File: config.mk
export PLATFORM = sky130hd
export DESIGN_NAME = proc_selfcheck_sequencer
export DESIGN_NICKNAME = d
export VERILOG_FILES = /design/src/rtl/proc_selfcheck_sequencer.sv
export SDC_FILE = /design/constraint.sdc
export NUM_CORES = 1
export LEC_CHECK = 0
export CAP_MARGIN = 20
export CORE_MARGIN = 2
export CORE_UTILIZATION = 40
export DETAILED_ROUTE_END_ITERATION = 12
export HOLD_SLACK_MARGIN = 0.03
export PLACE_DENSITY = 0.76
export SETUP_SLACK_MARGIN = 0.05
export SLEW_MARGIN = 25
export SYNTH_ARGS = -nofsm -noshare
export SYNTH_HDL_FRONTEND = slang
export SYNTH_SLANG_ARGS = --single-unit
File: constraint.sdc
create_clock -name clk -period 2.3 [get_ports clk]
set_clock_uncertainty 0.15 [all_clocks]
set_input_delay 0.46 -clock clk [delete_from_list [all_inputs] [get_ports clk]]
set_output_delay 0.46 -clock clk [all_outputs]
set_load 0.1 [all_outputs]
File: src/rtl/proc_selfcheck_sequencer.sv
// -----------------------------------------------------------------------------
// proc_selfcheck_sequencer
//
// On-chip self-check for a processor core. One run:
//   1. hold the processor in reset (clock enabled) for RESET_CYCLES cycles,
//   2. let it execute for a cycle budget latched from run_cycles,
//   3. freeze it (clock enable low, reset low) and walk the GPR debug read
//      port from r1 to r(NUM_REGS-1), comparing each word with the
//      expected-value ROM addressed by the same index,
//   4. report pass/fail, first failing register, mismatch count and the
//      number of processor cycles executed.
//
// Ports
//   clk, reset         system clock (rising edge), synchronous active-high reset
//   start              one-cycle request, honoured only in IDLE or DONE
//   run_cycles         processor cycle budget, latched when start is accepted
//   proc_reset         reset to the processor
//   proc_clk_en        processor clock enable
//   reg_rd_addr        GPR debug read index, also the expected-ROM index
//   reg_rd_data        asynchronous GPR read data for reg_rd_addr
//   exp_rd_data        asynchronous expected-ROM data for reg_rd_addr
//   busy / done        run in progress / results valid
//   pass               done and no mismatches
//   fail_index         first mismatching register (0 if none)
//   fail_actual        GPR value at fail_index
//   fail_expected      expected value at fail_index
//   mismatch_cnt       number of mismatching registers
//   cycle_cnt          processor cycles executed in the last run
// -----------------------------------------------------------------------------
module proc_selfcheck_sequencer #(
  parameter int DATA_WIDTH   = 32,
  parameter int NUM_REGS     = 32,
  parameter int ADDR_WIDTH   = 5,
  parameter int CYC_WIDTH    = 16,
  parameter int RESET_CYCLES = 2,
  parameter bit STOP_ON_FAIL = 1'b1
) (
  input  logic                  clk,
  input  logic                  reset,
  input  logic                  start,
  input  logic [CYC_WIDTH-1:0]  run_cycles,
  output logic                  proc_reset,
  output logic                  proc_clk_en,
  output logic [ADDR_WIDTH-1:0] reg_rd_addr,
  input  logic [DATA_WIDTH-1:0] reg_rd_data,
  input  logic [DATA_WIDTH-1:0] exp_rd_data,
  output logic                  busy,
  output logic                  done,
  output logic                  pass,
  output logic [ADDR_WIDTH-1:0] fail_index,
  output logic [DATA_WIDTH-1:0] fail_actual,
  output logic [DATA_WIDTH-1:0] fail_expected,
  output logic [ADDR_WIDTH:0]   mismatch_cnt,
  output logic [CYC_WIDTH-1:0]  cycle_cnt
);

  // Reset-phase counter runs 0..RESET_CYCLES-1.
  localparam int RST_W = (RESET_CYCLES > 1) ? $clog2(RESET_CYCLES) : 1;
  localparam logic [RST_W-1:0]      RST_LAST  = RST_W'(RESET_CYCLES - 1);
  localparam logic [ADDR_WIDTH-1:0] LAST_ADDR = ADDR_WIDTH'(NUM_REGS - 1);
  localparam logic [ADDR_WIDTH-1:0] FIRST_REG = ADDR_WIDTH'(1);

  typedef enum logic [2:0] {
    S_IDLE,
    S_RESET_DUT,
    S_RUN,
    S_CHECK,
    S_DONE
  } state_t;

  state_t               state, state_nxt;
  logic [CYC_WIDTH-1:0] budget;
  logic [RST_W-1:0]     rst_cnt;

  logic rst_last;
  logic run_last;
  logic cmp_eq;
  logic cmp_mismatch;
  logic check_last;
  logic start_ok;

  // ---------------------------------------------------------------------------
  // Phase-end and compare decode
  // ---------------------------------------------------------------------------
  always_comb begin
    rst_last = (rst_cnt == RST_LAST);
    // Extended by one bit so a budget of all-ones ends cleanly without the
    // cycle counter ever wrapping.
    run_last = (({1'b0, cycle_cnt} + (CYC_WIDTH+1)'(1)) == {1'b0, budget});
    cmp_eq   = (reg_rd_data == exp_rd_data);
    // An unknown compare result (X on read data in simulation) is a mismatch.
    cmp_mismatch = (cmp_eq !== 1'b1);
    check_last   = (reg_rd_addr == LAST_ADDR) || (STOP_ON_FAIL && cmp_mismatch);
    start_ok     = start && ((state == S_IDLE) || (state == S_DONE));
  end

  // ---------------------------------------------------------------------------
  // State register
  // ---------------------------------------------------------------------------
  // NOTE: reset is synchronous here, so it is tested inside the clocked
  // branch rather than listed in the sensitivity list.
  always_ff @(posedge clk) begin
    if (reset) begin
      state <= S_IDLE;
    end else begin
      state <= state_nxt;
    end
  end

  // ---------------------------------------------------------------------------
  // Next-state logic
  // ---------------------------------------------------------------------------
  // NOTE: state_nxt gets a default before the case so every path assigns it;
  // a missing assignment in combinational logic would infer a latch.
  always_comb begin
    state_nxt = state;
    unique case (state)
      S_IDLE, S_DONE: begin
        if (start_ok) state_nxt = S_RESET_DUT;
      end
      S_RESET_DUT: begin
        if (rst_last) state_nxt = (budget != '0) ? S_RUN : S_CHECK;
      end
      S_RUN: begin
        if (run_last) state_nxt = S_CHECK;
      end
      S_CHECK: begin
        if (check_last) state_nxt = S_DONE;
      end
      default: state_nxt = S_IDLE;
    endcase
  end

  // ---------------------------------------------------------------------------
  // Moore outputs decoded from the state register
  // ---------------------------------------------------------------------------
  always_comb begin
    proc_reset  = 1'b0;
    proc_clk_en = 1'b0;
    busy        = 1'b0;
    done        = 1'b0;
    unique case (state)
      S_IDLE:      proc_reset = 1'b1;
      S_RESET_DUT: begin
        proc_reset  = 1'b1;
        proc_clk_en = 1'b1;
        busy        = 1'b1;
      end
      S_RUN: begin
        proc_clk_en = 1'b1;
        busy        = 1'b1;
      end
      S_CHECK:     busy = 1'b1;
      S_DONE:      done = 1'b1;
      default:     proc_reset = 1'b1;
    endcase
    pass = done && (mismatch_cnt == '0);
  end

  // ---------------------------------------------------------------------------
  // Counters, read index and result capture
  // ---------------------------------------------------------------------------
  // NOTE: all sequential state uses non-blocking assignments so every register
  // samples the pre-edge values regardless of statement order.
  always_ff @(posedge clk) begin
    if (reset) begin
      budget        <= '0;
      rst_cnt       <= '0;
      cycle_cnt     <= '0;
      reg_rd_addr   <= '0;
      mismatch_cnt  <= '0;
      fail_index    <= '0;
      fail_actual   <= '0;
      fail_expected <= '0;
    end else begin
      unique case (state)
        S_IDLE, S_DONE: begin
          if (start_ok) begin
            budget        <= run_cycles;
            rst_cnt       <= '0;
            cycle_cnt     <= '0;
            reg_rd_addr   <= '0;
            mismatch_cnt  <= '0;
            fail_index    <= '0;
            fail_actual   <= '0;
            fail_expected <= '0;
          end
        end
        S_RESET_DUT: begin
          rst_cnt <= rst_cnt + RST_W'(1);
          // Point at r1 now so the scan is ready whichever way we leave.
          if (rst_last) reg_rd_addr <= FIRST_REG;
        end
        S_RUN: begin
          cycle_cnt <= cycle_cnt + CYC_WIDTH'(1);
        end
        S_CHECK: begin
          if (cmp_mismatch) begin
            mismatch_cnt <= mismatch_cnt + (ADDR_WIDTH+1)'(1);
            if (mismatch_cnt == '0) begin
              fail_index    <= reg_rd_addr;
              fail_actual   <= reg_rd_data;
              fail_expected <= exp_rd_data;
            end
          end
          // The index stays on the last compared register once DONE is reached.
          if (!check_last) reg_rd_addr <= reg_rd_addr + ADDR_WIDTH'(1);
        end
        default: ;
      endcase
    end
  end

endmodule

# ---- After elaboration in Yosys (flattened, before gate mapping)
# Cells that the tools add are included.
dict set report totals {
  regBits 116
  out_inout_bits 101
  wordCells 82
}
dict set report op_classes {
  n_addsub 5
  eq_ne 15
  muxes 31
  reduce_logical 22
}
# operator count
set op_table {}
lappend op_table {{$mux W32} 5}
lappend op_table {{$pmux W32 S2} 2}
lappend op_table {{$eq A32 B32 Y1} 1}
lappend op_table {{$pmux W16 S2} 1}
lappend op_table {{$mux W5} 5}
lappend op_table {{$add A16 B1 Y17 const B} 1}
lappend op_table {{$eq A17 B16 Y1} 1}
lappend op_table {{$add A16 B1 Y16 const B} 1}
lappend op_table {{$mux W16} 1}
lappend op_table {{$reduce_bool A16 Y1} 1}
lappend op_table {{$pmux W5 S3} 1}
lappend op_table {{$ne A2 B2 Y1 const B} 7}
lappend op_table {{$mux W3} 4}
lappend op_table {{$mux W6} 2}
lappend op_table {{$pmux W3 S4} 1}
lappend op_table {{$pmux W6 S2} 1}
lappend op_table {{$reduce_and A4 Y1} 3}
lappend op_table {{$pmux W5 S2} 1}
lappend op_table {{$add A6 B1 Y6 const B} 1}
lappend op_table {{$eq A3 B2 Y1 const B} 2}
lappend op_table {{$logic_not A6 Y1} 1}
lappend op_table {{$mux W1} 6}
lappend op_table {{$reduce_and A2 Y1} 3}
lappend op_table {{$reduce_bool A2 Y1} 3}
lappend op_table {{14 further kinds} 18}

# ---- Logic depth before layout (Yosys ltp)
# Gate-level depths: netlist of run 1.
dict set report depth {
  ltp_word 5
  depth_mapped 9
}

# ---- Worst setup path before layout of run 1
# Ideal clock, no wire load.
dict set report synth_path {
  path_type {flip-flop to flip-flop}
  startpoint {reg cycle_cnt[0]}
  endpoint {reg state[0]}
  arrival_time_ps 2924
  required_time_ps 2091
  slack_ps -833
  path_stages_with_launch 9
  synth_period_minus_slack_ps 3133
  cell_sequence {dfxtp_1 -> ha_1 -> nand3_1 -> nor3_4 -> and4_1 -> xnor2_1 -> o2111ai_1 -> o41ai_1 -> o31a_1}
}
dict set report synth_between {
  elab_chain_len 4
}
# item line_no
set synth_rtl {}
lappend synth_rtl {{start: declaration} 54} ;# output logic [CYC_WIDTH-1:0] cycle_cnt
lappend synth_rtl {{start signal: assignment} 195} ;# cycle_cnt <= cycle_cnt + CYC_WIDTH'(1);
lappend synth_rtl {{$add A16 B1 Y17} 89} ;# run_last = (({1'b0, cycle_cnt} + (CYC_WIDTH+1)'(1)) == {1'b0, budget});
lappend synth_rtl {{$eq A17 B16 Y1} 89}
lappend synth_rtl {{$ne A2 B2 Y1 (no source line)} --}
lappend synth_rtl {{$reduce_and A4 Y1 (no source line)} --}
lappend synth_rtl {{end signal: assignment} 106} ;# state <= state_nxt;
lappend synth_rtl {{end: declaration} 71} ;# state_t state, state_nxt;
# Every way passes these cells.
# A chain may end at the register's enable or synchronous reset.

# ---- Worst setup path in the final report of run 1
dict set report layout_path {
  startpoint {in reg_rd_data[1]}
  endpoint {reg fail_actual[29]}
}
dict set report layout_between {
  elab_chain_len 4
}
# item line_no
set layout_rtl {}
lappend layout_rtl {{start: declaration} 45} ;# input logic [DATA_WIDTH-1:0] reg_rd_data,
lappend layout_rtl {{$eq A32 B32 Y1} 90} ;# cmp_eq = (reg_rd_data == exp_rd_data);
lappend layout_rtl {{$nex A1 B1 Y1} 92} ;# cmp_mismatch = (cmp_eq !== 1'b1);
lappend layout_rtl {{$ne A2 B2 Y1 (no source line)} --}
lappend layout_rtl {{$reduce_and A4 Y1 (no source line)} --}
lappend layout_rtl {{end signal: assignment} 202} ;# fail_actual <= reg_rd_data;
lappend layout_rtl {{end: declaration} 51} ;# output logic [DATA_WIDTH-1:0] fail_actual,
# Every way passes these cells.

==> flow_summary.toml, run 1 <==
[clock_network]
clock_latency_ns = 0.42
clockBufferDepth = 2
cts_sinks = 116
cts.htree.levels = 4
cts_root_buf = "clkbuf_16"
path_clk_slew_ns = 0.05
cts_tree = "built"
cts_inserted_buffers = 17

[logic_synthesis]
ys_seq_area_share_pct = 45.27
synth_cell_type_count = 56
synth.ff_latch_count = 116
synth_area_leaders = "dfxtp_1 (45%), a22o_1 (12%), xnor2_1 (8.0%)"
synth_flop_cell = "dfxtp_1"
synth_top_family_by_area = "compound AO/OA/AOI/OAI gates"
synth_edf_count = 0
syn-num-nets = 642
ys_warn_count = 0
yosys.area_share.simple_pct = 18.15
netlist_area_um2 = 5130
synth-xor-area-share_pct = 9.561
syn_avg_cell_area_um2 = 9.260
yosysTopAreaCellShare_pct = 45.27
muxShareOfSynthArea_pct = 0.5854
yosysTopAreaCell = "dfxtp_1"
synthCells = 554
synth_fa_ha_area_share_pct = 1.220
synth_compound_area_share_pct = 21.95
async_reset_ff_share_pct = 0

[pwr]
vdd_ir_drop_max_v = 0.0006026
p_leak_nw = 3.903
powerDensity_nw_per_um2 = 1021

[global_route]
grt_antenna_before_repair = 0
grt_pass1_vias = 5374
grt_use_met3_pct = 6.694
gr-usage-met2_pct = 46.21
overflow = 0
grt_pass1_wl_um = 27430
busiest_layer = "met2"
gr-usage-all-layers_pct = 26.08
use_met1_pct = 29.75
grt_max_degree = 48

[flow_run]
drv_cap = 0

[timing]
hold_viol_final = 0
worst_slew_pin_slew_ns = 0.3981
setup_violations = 0
maxSlewHeadroom_pct = 73.42
final_max_slew_viol_count = 0
period_needed_ns = 2.225
max_freq_mhz = 449.4
grt_setup_unrepaired = "false"
finalCritPeriodShare_pct = 96.74

[setup_path]
rr_worst_depth = 7
worstPathMaxFanout = 7
worst_setup_path_end_kind = "register"
cp.arrival_ns = 2.44
crit_type = "input port to register"
start_kind = "input port"
required_ns = 2.51

[detailed_routing]
num_vias = 5513
wl_per_cell_um = 18.79
drt_iter0_markers = 369
via_per_inst = 5.453
drt-total-wl_um = 19000
drc = 0
drt_first_pass_iters = 5
ant_nets = 0

[die]
die_w_um = 117.2
die_h_um = 117.2
start_util_pct = 40.82
core-area_um2 = 12570
rows = 41
ios = 184
die_area_um2 = 13750

[worst_hold_path]
hold_class = "input port to register"
holdPathStages = 2

[outcome]
status = "complete, no violations"

[place]
dpl.hpwl_um = 12650
place_area_um2 = 7548
portBuffers = 183
gp_congestion = 0.9096

[finish]
area_growth_pct = 72.07
utilization_pct = 70.23
fin_area_um2 = 8827
drive_gt1_share_pct = 39.21
diodes = 0
nets = 914
[metrics by stage]
stage	hold slack [ns]	setup TNS (ns)	worst slack (ns)	instances	power, W
after floorplan	0.3107	-0.3002	-0.3002	554	0.004742
after global placement	0.3146	-58.32	-0.7440	956	0.005915
after detailed placement	0.3156	-63.59	-0.8234	956	0.005972
after CTS	0.2676	0	0.05212	1000	0.008781
after global routing	0.1448	0	0.008386	1011	0.009311
final	0.1359	0	0.07505	1011	0.009012
[cell usage after synthesis (3+ instances only)]
library cell	count
dfxtp_1	116
inv_1	5
nand3_1	12
ha_1	5
a22oi_1	4
or3_1	8
and4_1	3
or4b_1	3
a31oi_1	3
xor2_1	9
nand2_1	51
o21ai_0	22
xnor2_1	47
mux2i_1	3
clkbuf_1	19
nor4_1	9
and2_1	10
a22o_1	69
and3_1	7
nand4_1	13
a21oi_1	38
buf_2	11
nor3_1	7
nor2_1	43
[critical path: stages]
cell             delay (ns)
clkdlybuf4s50_1        0.46
xnor2_2                0.26
nand4_1                0.21
nor2_4                 0.19
a31oi_4                0.14
a21boi_4               0.21
buf_6                  0.18
clkbuf_16              0.17
a22o_1                 0.14
[where the power goes]
part | internal, W | total [W] | switching, W
Clock | 0.00168 | 0.00262 | 0.000933
Sequential | 0.00223 | 0.00243 | 0.000203
Combinational | 0.00143 | 0.00396 | 0.00253
[cell families (layout without fill, tap and decap cells)]
family,after synthesis,after routing
and+or+nand+nor,180,180
AOI/OAI and AO/OA,156,156
DFF,116,116
xor gates and xnor gates,56,56
buffers and inverters,38,323
adders and majority gates,5,5
muxes,3,3
[sequential cells by signal (all words and copies together) (netlist names)]
| register | cells |
|---|---|
| reg_rd_addr | 5 |
| mismatch_cnt | 6 |
| fail_expected | 32 |
| fail_index | 5 |
| rst_cnt | 1 |
| cycle_cnt | 16 |
| budget | 16 |
| fail_actual | 32 |
| state | 3 |
[worst paths after layout]
kind	to	start	slack [ns]
setup / recovery	fail_actual[29]	reg_rd_data[1]	0.08
hold reg to reg	fail_actual[2]	fail_actual[2]	0.33
hold / removal	fail_actual[27]	reg_rd_data[27]	0.14
setup reg to reg	reg_rd_addr[4]	reg_rd_addr[1]	0.08
[placed cells by master (no fill, tap or decap), types with 6 or more instances in the layout]
cell and count:
nand4_1 13, buf_12 8, dlygate4sd2_1 20, a21oi_1 37, dfxtp_1 93, xnor2_2 15, clkbuf_16 21, nand3_1 9
nor4_1 6, buf_4 188, clkbuf_2 6, o21ai_0 20, nor2_1 34, and2_1 7, a22o_1 69, xnor2_1 32
clkdlybuf4s15_1 8, nand2_1 49, dfxtp_2 16, clkdlybuf4s50_1 38, xor2_1 9, dfxtp_4 7, or3_1 8, dlymetal6s2s_1 10
[final cells by class]
class	count	area, µm²
Fill cell	905	3741
Inverter	5	18.77
Clock buffer	24	523.0
Sequential cell	116	2369
Timing Repair Buffer	286	2526
Tap cell	172	215.2
Multi-Input combinational cell	400	3107
Clock inverter	8	68.82
[routing by layer]
metal  part of all wire (%)  vias up
met1                     38     2628
li1                       -     2572
met4                    3.3        0
met2                     51      261
met5                      0        -
met3                    7.4       52
[what timing repair did]
item / in CTS / in global routing
pin swaps: 25 / 45
gates cloned: 3 / 3
setup buffers: 9 / 11
endpoints found under the setup margin: 85 / 80
hold buffers: 0 / 0
resized for setup: 71 / 77
No activity file was read; power rests on OpenSTA's default activity.
==> run 2, diff against run 1 <==
--- a/config.mk
+++ b/config.mk
@@ -5,12 +5,11 @@
 export SDC_FILE = /design/constraint.sdc
 export NUM_CORES = 1
 export LEC_CHECK = 0
-export CAP_MARGIN = 20
 export CORE_MARGIN = 2
 export CORE_UTILIZATION = 40
 export DETAILED_ROUTE_END_ITERATION = 12
-export HOLD_SLACK_MARGIN = 0.03
-export PLACE_DENSITY = 0.76
+export DONT_BUFFER_PORTS = 1
+export HOLD_SLACK_MARGIN = 0.12
 export SETUP_SLACK_MARGIN = 0.05
 export SLEW_MARGIN = 25
 export SYNTH_ARGS = -nofsm -noshare
==> run 2 against run 1 <==
  * Register-to-register slack got worse by 0.06 ns
  * Core utilization is 5.3 points lower
  * Non-clock buffer count down 48
  * Clock-buffer cell count is 2 lower
  * Sequential power about the same
  * Critical endpoint is now state[0]
  * Fmax decreased by 2.5%
  * Largest power group unchanged
==> flow_summary.toml, run 2 (synthesis gave the netlist of run 1 again) <==
[finish]
area_growth_pct = 59.02
regArea_um2 = 2366
nets = 866
top_regs = "fail_actual: 32 flops, fail_expected: 32 flops"
diodes = 0
multiInputGateArea_um2 = 2830
layout_common_cells = "buf_4 (148), dfxtp_1 (93), dlygate4sd3_1 (80)"
fill_cells = 992
fin_area_um2 = 8158
drive_gt1_share_pct = 31.14
layout_commonest_cell = "buf_4"

[detailed_routing]
ant_nets = 0
num_vias = 5246
wl_per_cell_um = 18.50
drc = 0
drt-total-wl_um = 17800
via_per_inst = 5.453
drt_first_pass_iters = 5
drt_iter0_markers = 391

[global_route]
gr-usage-all-layers_pct = 26.05
overflow = 0
grt_max_degree = 45
grt_pass1_wl_um = 27270
grt_pass1_vias = 5412
grt_antenna_before_repair = 0

[timing]
hold_viol_final = 0
setup_ws_ns = 0.01778
final_max_slew_viol_count = 0
max_freq_mhz = 438.2
maxSlewHeadroom_pct = 73.05
worst_slew_pin_slew_ns = 0.4005
whs_ns = 0.1897
period_needed_ns = 2.282
finalCritPeriodShare_pct = 99.23
grt_setup_unrepaired = "true"
setup_violations = 0

[die]
core-area_um2 = 12570
die_area_um2 = 13750
rows = 41
die_h_um = 117.2
ios = 184
die_w_um = 117.2
start_util_pct = 40.82

[setup_path]
path_delay_family = "simple AND/OR/NAND/NOR gates"
cp-startpoint = "cycle_cnt[2]"
critPathMaxStageDelay_ns = 0.44
cp.arrival_ns = 2.48
start_kind = "register"
rr_worst_depth = 8
crit_type = "register to register"
worst_setup_path_end_kind = "register"
path_buf_inv = 1
r2r_start = "cycle_cnt[2]"
crit_path_cell_trace = "nand4_1, buf_4, nor2_2, nand2_1, nor4_2, a31oi_2, o41ai_4, o31a_1"
slowest_stage = "o41ai_4"
worstPathMaxFanout = 5
required_ns = 2.50
path_depth = 8

[place]
place_ws_ns = -0.2534
portBuffers = 0
place_area_um2 = 6528
dpl.hpwl_um = 11620
gp_congestion = 0.9019

[pwr]
powerDensity_nw_per_um2 = 1064
fin_total_pwr_w = 0.008679
p_leak_nw = 3.388
vdd_ir_drop_max_v = 0.0006938

[flow_run]
drv_cap = 0

[clock_network]
path_clk_slew_ns = 0.05
cts_inserted_buffers = 17
cts_sinks = 116
clockBufferDepth = 2
clock_latency_ns = 0.42
cts.htree.levels = 4
cts_tree = "built"
cts_root_buf = "clkbuf_16"

[worst_hold_path]
hold_class = "input port to register"
holdPathStages = 3
min_from = "start"

[outcome]
status = "complete, no violations"
## run 2: final timing paths
kind / end / slack [ns]
worst max-delay path: state[0] / 0.02
worst max register to register: state[0] / 0.02
worst min register to register: fail_expected[3] / 0.34
worst min-delay path: rst_cnt / 0.19
## run 2: per-stage QoR
step | util, % | TNS (ns) | cells
after floorplan | - | -0.3002 | 554
after global placement | 51.94 | -8.470 | 849
after detailed placement | 51.94 | -8.883 | 849
after CTS | 64.38 | 0 | 961
after global routing | 64.91 | -0.08272 | 962
final | 64.91 | 0 | 962
## run 2: timing repair
| action | 4_1_cts | 5_1_grt |
|---|---|---|
| setup buffers | 1 | 1 |
| pin swaps | 12 | 6 |
| hold endpoints to repair | 108 | 0 |
| hold buffers | 81 | 0 |
| resized for setup | 25 | 10 |
| setup endpoints to repair | 4 | 4 |
## run 2: power breakdown
group / internal [W] / switching, W
Sequential: 0.00223 / 0.000170
Combinational: 0.00108 / 0.00238
Clock: 0.00191 / 0.000906
Total: 0.00522 / 0.00345
## run 2: worst min-delay path, delay by kind of cell
family | cells | cell delay, ns
compound gates | 2 | 0.22
simple gates | 1 | 0.02
## run 2: area by class of cell
type / count / area share (%)
multi-input cells: 400 / 34.69
well taps: 172 / 2.638
repair buffers: 238 / 25.67
clock buffers: 22 / 5.936
clock inverters: 9 / 1.825
flip-flops and latches: 116 / 29.00
inverters: 5 / 0.2301
## run 2: metal layers
layer  vias up  share of wire [%]  track usage (%)
met5         -                  0                0
met4         0                2.2            9.725
met3        31                6.2            7.055
met2       217                 50            45.44
met1      2532                 41            30.58
li1       2466                  -                -
